`src/rtl/bin2bcd_converter.sv`:
```
// Sequential 20-bit binary to 6-digit packed BCD converter (double-dabble, one bit per clock).
// Feeds the seven-segment display driver; bcd_sig only changes on completion or reset.
module bin2bcd_converter (
    input  logic        CLK,
    input  logic        RSTn,
    input  logic        start_sig,
    input  logic [19:0] bin_data,
    output logic [23:0] bcd_sig,
    output logic        done_sig,
    output logic        busy_sig,
    output logic        ovf_sig
);

    typedef enum logic [1:0] {StIdle, StShift, StDone} state_t;

    state_t      state;
    logic [19:0] shift_reg;
    logic [23:0] acc;
    logic [4:0]  bit_cnt;
    logic        ovf_pend;
    logic [23:0] acc_adj;

    // All six nibbles are adjusted in parallel from their pre-shift values.
    always_comb begin
        acc_adj = acc;
        for (int i = 0; i < 6; i++) begin
            if (acc[4*i +: 4] >= 4'd5) begin
                acc_adj[4*i +: 4] = acc[4*i +: 4] + 4'd3;
            end
        end
    end

    always_ff @(posedge CLK or negedge RSTn) begin
        if (!RSTn) begin
            state     <= StIdle;
            shift_reg <= '0;
            acc       <= '0;
            bit_cnt   <= '0;
            ovf_pend  <= 1'b0;
            bcd_sig   <= '0;
            done_sig  <= 1'b0;
            busy_sig  <= 1'b0;
            ovf_sig   <= 1'b0;
        end else begin
            done_sig <= 1'b0;
            unique case (state)
                StIdle: begin
                    if (start_sig) begin
                        shift_reg <= bin_data;
                        acc       <= '0;
                        bit_cnt   <= '0;
                        ovf_pend  <= (bin_data > 20'd999_999);
                        busy_sig  <= 1'b1;
                        state     <= StShift;
                    end
                end
                StShift: begin
                    acc       <= {acc_adj[22:0], shift_reg[19]};
                    shift_reg <= {shift_reg[18:0], 1'b0};
                    bit_cnt   <= bit_cnt + 5'd1;
                    if (bit_cnt == 5'd19) begin
                        state <= StDone;
                    end
                end
                StDone: begin
                    // Overflowed inputs still take the full 20 shifts, so latency is fixed.
                    bcd_sig  <= ovf_pend ? 24'h999_999 : acc;
                    ovf_sig  <= ovf_pend;
                    done_sig <= 1'b1;
                    busy_sig <= 1'b0;
                    state    <= StIdle;
                end
                default: state <= StIdle;
            endcase
        end
    end

endmodule

```
`config.mk`:
```
export PLATFORM = sky130hd
export DESIGN_NAME = bin2bcd_converter
export DESIGN_NICKNAME = d
export VERILOG_FILES = /design/src/rtl/bin2bcd_converter.sv
export SDC_FILE = /design/constraint.sdc
export NUM_CORES = 1
export LEC_CHECK = 0
export BUFFER_PORTS_ARGS = -buffer_cell sky130_fd_sc_hd__buf_4
export CORE_MARGIN = 2
export CORE_UTILIZATION = 30
export DETAILED_ROUTE_END_ITERATION = 6
export GPL_TIMING_DRIVEN = 0
export SLEW_MARGIN = 20
export SYNTH_ARGS = -nofsm -noshare
export SYNTH_HDL_FRONTEND = slang
export SYNTH_SLANG_ARGS = --single-unit
```
`constraint.sdc`:
```
create_clock -name CLK -period 2.4 [get_ports CLK]
set_input_delay 0.24 -clock CLK [delete_from_list [all_inputs] [get_ports CLK]]
set_output_delay 0.24 -clock CLK [all_outputs]
set_load 0.005 [all_outputs]
```
==> impl_metrics.ini, run 1 <==
[grt]
first_global_vias = 3099
grt_overflow = 0
track_usage = 0.147
grt_max_degree = 80
grt_first_pass_wirelength_um = 15400
antenna_found_initial = 0

[sta]
timing.hold.ws_ns = -0.0769
final_min_period_over_clock_period = 0.686
slew_violations = 0
layout_min_cycle_time_ns = 1.65
fin_setup_tns_ns = 0
rsz0062_at_grt = false
timing.clock.skew_ns = 0.00370
timing.final.ws_setup_ns = 0.754
finalSetupViolCount = 0
max-slew-margin-rel = 0.525
tightestPinTransition_ns = 0.712
final-hold-violation-count = 79
max_clock_freq_mhz = 607

[worst_setup_path]
critPathMostFrequentCell = clkbuf_1
critical_path.endpoint_type = flip-flop
critical_path.startpoint_type = flip-flop
worstPathRequired_ns = 2.62
critPathArrivalTime_ns = 1.87
timing.setup.critical_path_class = flip-flop to flip-flop
rr_endpoint = ovf_pend
cp-endpoint = ovf_pend
maximum_fanout_along_the_worst_path = 10
reg2reg_from = ovf_pend
crit_slowest_cell = clkbuf_1
critical_path.max_stage_delay_ns = 0.54
cp_cell_sequence = clkbuf_1 > clkbuf_1 > nand2_1 > o41ai_2
worstSetupStartpoint = ovf_pend
regToRegSetupSlack_ns = 0.75
reg2regPathDepth = 4

[logic_synthesis]
ys_async_sr_fraction = 1.00
yosys_warnings = 0
ys_seq_area_frac = 0.522
synthesis.instances = 379
synth_most_common_cell = dfrtp_1
yosysTopAreaCellShare = 0.522
synth_nets = 415
avgSynthCellArea_um2 = 10.0
ys_types = 37
synth.largest_area_cell = dfrtp_1
postSynth.topFlopCell = dfrtp_1
synth_area_leaders = dfrtp_1 52%, nand2_1 6.5%, o21ai_0 5.2%, ha_1 4.3%, o31ai_1 3.6%
edff_count_synth = 0
synth_commonest_cells = 79 x dfrtp_1, 66 x nand2_1, 39 x o21ai_0, 26 x inv_1, 18 x o31ai_1
register_bit_total_from_synthesis = 79
cell_area_after_technology_mapping_um2 = 3790

[cells_and_area]
register_area_um2 = 1980
fillers = 1289
synthToLayoutAreaGrowth_pct = 23.7
final_net_count = 475
postLayoutCellArea_um2 = 4690
final_layout_size_suffix_gt1_frac = 0.187
antenna-diode-count = 0
multiInputGateArea_um2 = 1580

[drt]
detail_route.wl_per_cell_um = 14.8
num_vias = 3055
avgViaCountPerCell = 4.96
remaining_routing_drc_violations = 0
drt_first_pass_iters = 4
drt_iter0_drc = 181
route.final.wire_length_um = 9130
drt.antenna.violating_nets = 0

[placement]
placed_area_um2 = 4370
dp_hpwl_um = 6460
place.port_buffers = 49
gp_congestion = 0.829
detailedPlace.worstSlack_ns = 0.763

[pwr]
static-leakage-power_nw = 2.11
power_density_nw_per_um2 = 1260
worst_ir_drop_vdd_mv = 0.498

[floorplan]
floorplan.die.height_um = 116
fp.dieW_um = 116
initial_standard_cell_utilization_of_the_core = 0.304
fp.dieArea_um2 = 13500
placement_rows = 41
core_area_um2 = 12500
ios = 50

[cts]
clock_insertion_delay_worst_skew_ns = 0.34
post_cts_repair_timing_setup_buffer_count = 0
cts-resized-gates = 0
ctsRootBufferMaster = clkbuf_16
clk_path_buf_depth = 2
tritoncts = built
htreeDepth = 3
cts_inserted_buffers = 9
worst_setup_hold_path_clk_slew_ns = 0.06
tritoncts_num_sinks = 79
postCtsHoldBufs = 0

[run]
drv_cap = 0

[outcome]
failing_checks = hold timing
run_status = finished with violations

[hold_path]
min-delay-path-class = input pin to async pin
## routing by layer
layer,GRT usage,wire length (um),up-vias
li1,-,-,1483
met1,0.191,4280,1490
met2,0.237,4230,76
met3,0.0493,540,6
met4,0.0381,78,0
met5,0,0,-
## report_power, final
| group | total [mW] | switching [mW] | internal [mW] |
|---|---|---|---|
| sequential | 2.26 | 0.392 | 1.87 |
| combinational | 2.19 | 1.19 | 1.00 |
| clock | 1.44 | 0.536 | 0.902 |
| total | 5.89 | 2.11 | 3.77 |
## cell families (layout without fill, tap and decap cells)
group,Yosys count,count (layout),synth area share
AO/OA/AOI/OAI,122,122,0.232
AND/OR/NAND/NOR,105,105,0.123
flip-flops,79,79,0.522
buffers and inverters,52,117,0.0608
adder cells (fa/ha/maj),13,13,0.0429
XOR/XNOR,5,5,0.0116
multiplexers,3,3,0.00826
## worst max-delay path, delay by kind of cell, from the launching register on
family,cells,cell delay (ns)
buffers and inverters,2,0.92
flip-flops,1,0.32
AND/OR/NAND/NOR,1,0.17
AO/OA/AOI/OAI,1,0.10
## layout make-up
cell class              instances  area share
clock inverters                 7      0.0187
well taps                     172      0.0459
clock buffers                   9      0.0480
inverters                      26      0.0208
multi-input cells             248       0.337
plain buffers                  26      0.0283
flip-flops and latches         79       0.422
repair buffers                 49      0.0793
## stage by stage
step	instances	utilization	hold slack (ns)	total power, mW
after floorplan	379	-	-0.0556	3.64
after global placement	600	0.351	0.449	4.37
after detailed placement	600	0.351	0.459	4.48
after CTS	616	0.376	0.110	5.93
after global routing	616	0.376	0.00771	6.35
final	616	0.376	-0.0769	5.89
## how the worst min path moves through the flow
stage / endpoint / slack, ns / depth (start not counted)
5_1_grt: shift_reg[12] / 0.008 / 1
2_1_floorplan: acc[0] / -0.06 / 0
6_report: shift_reg[12] / -0.08 / 1
3_3_place_gp: acc[0] / 0.45 / 2
4_1_cts: shift_reg[12] / 0.11 / 1
3_5_place_dp: acc[0] / 0.46 / 2
## cell usage in the layout, fill, tap and decap left out, types with 8 or more instances in the layout
master / instances
nor2b_1: 8
ha_1: 13
buf_4: 50
o2111ai_1: 12
dfrtp_1: 79
buf_2: 10
o31ai_1: 18
clkbuf_16: 9
inv_1: 26
nor2_1: 16
nand2_1: 66
clkbuf_1: 12
a22oi_1: 16
o21ai_0: 39
No activity file was read; power rests on OpenSTA's default activity.
==> run 2, diff against run 1 <==
--- a/config.mk
+++ b/config.mk
@@ -5,6 +5,7 @@
 export SDC_FILE = /design/constraint.sdc
 export NUM_CORES = 1
 export LEC_CHECK = 0
+export ABC_AREA = 1
 export BUFFER_PORTS_ARGS = -buffer_cell sky130_fd_sc_hd__buf_4
 export CORE_MARGIN = 2
 export CORE_UTILIZATION = 30
==> constraint.sdc (replaced) <==
create_clock -name CLK -period 1.34 [get_ports CLK]
set_input_delay 0.134 -clock CLK [delete_from_list [all_inputs] [get_ports CLK]]
set_output_delay 0.134 -clock CLK [all_outputs]
set_load 0.005 [all_outputs]
==> run 2 against run 1 <==
Net effect: the flow now finishes without violations; setup slack worse by 0.69 ns; utilization rose by 2.0 points; clock-buffer cell count rose by 4; sequential power increased by 78%; highest routed layer unchanged; worst hold slack better by 0.089 ns; global-route usage decreased by 0.17 points; cell count rose by 14%.
==> impl_metrics.ini, run 2 <==
[sta]
final-hold-violation-count = 0
slew_violations = 0
rsz0062_at_grt = true
timing.clock.skew_ns = 0.00455
layout_min_cycle_time_ns = 1.27
timing.final.ws_setup_ns = 0.0678
tightestPinTransition_ns = 0.723
finalSetupViolCount = 0
timing.hold.ws_ns = 0.0117
final_min_period_over_clock_period = 0.949
max_clock_freq_mhz = 786
max-slew-margin-rel = 0.518

[cts]
tritoncts = built
clock_insertion_delay_worst_skew_ns = 0.33
clk_path_buf_depth = 2
ctsRootBufferMaster = clkbuf_16
tritoncts_num_sinks = 79
cts_inserted_buffers = 9
worst_setup_hold_path_clk_slew_ns = 0.06
htreeDepth = 3

[logic_synthesis]
ys_seq_area_frac = 0.525
avgSynthCellArea_um2 = 8.19
ys_async_sr_fraction = 1.00
postSynth.topFlopCell = dfrtp_1
yosysTopAreaCellShare = 0.525
synth_area_leaders = dfrtp_1 52%, nand2_1 15%, nand3_1 6.4%, inv_1 4.4%, ha_1 4.3%
cell_area_after_technology_mapping_um2 = 3770
synth_nets = 496
synthesis.instances = 460
register_bit_total_from_synthesis = 79
synth_commonest_cells = 151 x nand2_1, 79 x dfrtp_1, 48 x nand3_1, 44 x inv_1, 25 x nor2_1
synth_most_common_cell = nand2_1
yosys_warnings = 0
synth.largest_area_cell = dfrtp_1
ys_types = 22
edff_count_synth = 0

[cells_and_area]
mostFrequentLayoutCells = 148 x nand2_1, 78 x dfrtp_1, 65 x buf_4, 44 x nand3_1, 35 x inv_1
final_common_cell = nand2_1
final_net_count = 568
antenna-diode-count = 0
synthToLayoutAreaGrowth_pct = 27.3
layout.cells.non_filler = 703
final_layout_size_suffix_gt1_frac = 0.213
postLayoutCellArea_um2 = 4790

[grt]
track_usage = 0.145
use_met1 = 0.189
grt_first_pass_wirelength_um = 15100
antenna_found_initial = 0
met2_usage = 0.232
grtUsageMet3 = 0.0418
first_global_vias = 3079
grt_overflow = 0
gr-max-usage-layer = met2
grt_max_degree = 80

[worst_setup_path]
regToRegSetupSlack_ns = 0.07
critical_path.endpoint_type = flip-flop
critPathMostFrequentCell = nand2_1
worst_path_dominant_cell_family = simple AND/OR/NAND/NOR gates
cp_cell_sequence = buf_4 > ha_1 > nand2_1 > nand4_1 > nand3_1 > nand2_1
crit_slowest_cell = dfrtp_1
critPathArrivalTime_ns = 1.50
critPathBufInv = 1
worstPathRequired_ns = 1.57
maximum_fanout_along_the_worst_path = 3
reg2regPathDepth = 6
critical_path.startpoint_type = flip-flop
reg2reg_from = acc[16]
critical_path_cell_count = 6
worstSetupStartpoint = acc[16]
timing.setup.critical_path_class = flip-flop to flip-flop
cp-endpoint = acc[17]
critical_path.max_stage_delay_ns = 0.40
rr_endpoint = acc[17]

[outcome]
run_status = finished, final reports clean

[drt]
detail_route.wl_per_cell_um = 13.2
drt.antenna.violating_nets = 0
remaining_routing_drc_violations = 0
num_vias = 3311
avgViaCountPerCell = 4.71
route.final.wire_length_um = 9280
drt_first_pass_iters = 5
drt_iter0_drc = 209

[hold_path]
min-delay-path-class = input pin to flip-flop

[placement]
placed_area_um2 = 4340
detailedPlace.worstSlack_ns = -0.0393
dp_hpwl_um = 6240
gp_congestion = 0.796
place.port_buffers = 49
placed_cells_incl_taps = 677

[pwr]
static-leakage-power_nw = 2.50
worst_ir_drop_vdd_mv = 1.30
power_density_nw_per_um2 = 2230
finalPower_mw = 10.7

[floorplan]
placement_rows = 40
core_area_um2 = 12100
initial_standard_cell_utilization_of_the_core = 0.311
fp.dieArea_um2 = 13500
ios = 50
floorplan.die.height_um = 116
fp.dieW_um = 116

[run]
drv_cap = 0
-- run 2: timing repair --
item | in CTS | in global routing
pin swaps | 0 | 1
buffers inserted | 0 | 12
resized for setup | 4 | 29
hold buffers | 0 | 1
endpoints found under the setup margin | 40 | 58
hold endpoints to repair | 0 | 79
-- run 2: report_power, final --
group,internal (mW),switching [mW]
Combinational,1.81,2.44
Clock,1.48,0.918
Sequential,3.33,0.698
-- run 2: area by class of cell --
type                            instances  area, um2
Inverter                               50        190
Buffer                                 13       92.6
Clock buffer                           13        250
Timing Repair Buffer                   62        472
Sequential cell                        79       1980
Clock inverter                          1       30.0
Multi-Input combinational cell        317       1570
Tap cell                              168        210
Fill cell                            1267       7320
-- run 2: kinds of logic (layout without fill, tap and decap cells) --
family | count (synthesis) | in the layout | synth area share
adder cells (fa/ha/maj) | 13 | 13 | 0.0432
flip-flops | 79 | 79 | 0.525
buffers and inverters | 64 | 139 | 0.0711
AO/OA/AOI/OAI | 61 | 61 | 0.0897
AND/OR/NAND/NOR | 243 | 243 | 0.271
-- run 2: worst min path at each step --
stage / from / to / slack, ns / cells past startpoint
after floorplan: RSTn / acc[0] / -0.16 / 0
after global placement: bin_data[5] / shift_reg[5] / 0.34 / 3
after detailed placement: bin_data[5] / shift_reg[5] / 0.35 / 3
after CTS: bin_data[2] / shift_reg[2] / 0.005 / 3
after global routing: bin_data[2] / shift_reg[2] / 0.01 / 3
final: bin_data[5] / shift_reg[5] / 0.01 / 3
-- run 2: per-stage QoR --
stage	utilization	TNS, ns
2_1_floorplan	-	0
3_3_place_gp	0.359	-0.382
3_5_place_dp	0.359	-0.870
4_1_cts	0.383	0
5_1_grt	0.396	-0.554
6_report	0.396	0
-- run 2: layer usage --
metal,share of wire,wire [um]
met1,0.45,4150
met2,0.48,4410
met3,0.059,548
met4,0.019,174
met5,0,0
-- run 2: worst register-to-register path: stages (launching register included) --
cell and delay (ns):
dfrtp_1 0.40, buf_4 0.15, ha_1 0.18, nand2_1 0.12, nand4_1 0.13, nand3_1 0.11, nand2_1 0.05
==> run 3, diff against run 2 <==
--- a/config.mk
+++ b/config.mk
@@ -7,10 +7,12 @@
 export LEC_CHECK = 0
 export ABC_AREA = 1
 export BUFFER_PORTS_ARGS = -buffer_cell sky130_fd_sc_hd__buf_4
-export CORE_MARGIN = 2
+export CORE_MARGIN = 8
 export CORE_UTILIZATION = 30
 export DETAILED_ROUTE_END_ITERATION = 6
 export GPL_TIMING_DRIVEN = 0
+export HOLD_SLACK_MARGIN = 0.12
+export SKIP_CTS_REPAIR_TIMING = 1
 export SLEW_MARGIN = 20
 export SYNTH_ARGS = -nofsm -noshare
 export SYNTH_HDL_FRONTEND = slang
==> run 3 against run 2 <==
Net effect: first-iteration DRC count decreased by 15%; critical endpoint is now acc[0]; power shrank 0.98%; clock-buffer cell count grew 1; utilization hardly changed; setup slack got worse by 0.018 ns; non-clock buffer count up 14; critical path depth is 2 lower; cell area rose by 2.6%; largest power group unchanged; maximum frequency is 1.4% lower; clock skew is essentially flat; cell count is 2.6% higher; register-to-register slack got worse by 0.02 ns.
==> impl_metrics.ini, run 3 (synthesized netlist as in run 2, its figures left out) <==
[hold_path]
min-delay-path-class = input pin to flip-flop

[grt]
grt_first_pass_wirelength_um = 15800
grt_max_degree = 80
antenna_found_initial = 0
grt_overflow = 0
track_usage = 0.122
first_global_vias = 3275

[run]
drv_cap = 0

[floorplan]
floorplan.die.height_um = 128
ios = 50
fp.dieArea_um2 = 16400
core_area_um2 = 12400
initial_standard_cell_utilization_of_the_core = 0.303
placement_rows = 41
fp.dieW_um = 128

[drt]
drt_iter0_drc = 177
route.final.wire_length_um = 9610
drt.antenna.violating_nets = 0
remaining_routing_drc_violations = 0
drt_first_pass_iters = 4
avgViaCountPerCell = 4.59
num_vias = 3306
detail_route.wl_per_cell_um = 13.3

[sta]
timing.clock.skew_ns = 0.00492
finalSetupViolCount = 0
final-hold-violation-count = 0
layout_min_cycle_time_ns = 1.29
max_clock_freq_mhz = 775
max-slew-margin-rel = 0.508
tightestPinTransition_ns = 0.738
final_min_period_over_clock_period = 0.963
slew_violations = 0
timing.final.ws_setup_ns = 0.0498
fin_setup_tns_ns = 0

[cts]
cts_inserted_buffers = 9
htreeDepth = 3
ctsRootBufferMaster = clkbuf_16
tritoncts_num_sinks = 79
clk_path_buf_depth = 2
tritoncts = built
worst_setup_hold_path_clk_slew_ns = 0.06
clock_insertion_delay_worst_skew_ns = 0.34

[placement]
gp_congestion = 0.821
placed_area_um2 = 4350
dp_hpwl_um = 6550
place.port_buffers = 49
detailedPlace.worstSlack_ns = -0.0583

[cells_and_area]
antenna-diode-count = 0
postLayoutCellArea_um2 = 4920
final_net_count = 582
mostFrequentLayoutCells = 149 x nand2_1, 78 x dfrtp_1, 65 x buf_4, 45 x nand3_1, 36 x inv_1
final_layout_size_suffix_gt1_frac = 0.200
synthToLayoutAreaGrowth_pct = 30.6
final_common_cell = nand2_1

[worst_setup_path]
worstPathRequired_ns = 1.55
maximum_fanout_along_the_worst_path = 10
critical_path.endpoint_type = flip-flop
critical_path.startpoint_type = flip-flop
critPathArrivalTime_ns = 1.50
timing.setup.critical_path_class = flip-flop to flip-flop

[pwr]
power_density_nw_per_um2 = 2150
worst_ir_drop_vdd_mv = 0.884
static-leakage-power_nw = 2.54
finalPower_mw = 10.6

[outcome]
run_status = finished, final reports clean
## run 3: worst paths after layout
path | cells past startpoint | end | slack (ns) | from
hold / removal | 3 | shift_reg[6] | 0.11 | bin_data[6]
setup reg to reg | 4 | acc[0] | 0.05 | state[1]
min in group asynchronous | 2 | shift_reg[3] | 0.38 | RSTn
hold reg to reg | 2 | acc[21] | 0.48 | acc[21]
max in group asynchronous | 2 | acc[16] | 0.40 | RSTn
setup / recovery | 4 | acc[0] | 0.05 | state[1]
## run 3: power by group
| group | internal (mW) | total [mW] | switching [mW] |
|---|---|---|---|
| Sequential | 3.33 | 4.03 | 0.698 |
| Clock | 1.44 | 2.35 | 0.912 |
| Combinational | 1.78 | 4.19 | 2.40 |
| Total | 6.55 | 10.6 | 4.01 |
## run 3: critical path, stage by stage, from the launching register on
cell	delay [ns]
dfrtp_1	0.41
o21bai_2	0.23
buf_4	0.20
inv_2	0.22
o22ai_1	0.10
## run 3: metrics by stage
stage | util | std cells | hold slack [ns]
after floorplan | - | 460 | -0.162
after global placement | 0.350 | 681 | 0.345
after detailed placement | 0.350 | 681 | 0.348
after CTS | 0.373 | 695 | -0.00157
after global routing | 0.396 | 721 | 0.131
final | 0.396 | 721 | 0.114
## run 3: layout make-up
cell class | count | area [um2]
flip-flops and latches | 79 | 1980
multi-input cells | 317 | 1550
clock buffers | 14 | 284
repair buffers | 77 | 624
inverters | 50 | 188
plain buffers | 12 | 77.6
well taps | 172 | 215
fillers | 1277 | 7500
## run 3: routing by layer
layer / track usage / wire length, um
met3: 0.0403 / 495
met5: 0 / 0
met1: 0.147 / 4350
met2: 0.194 / 4610
met4: 0.0531 / 150
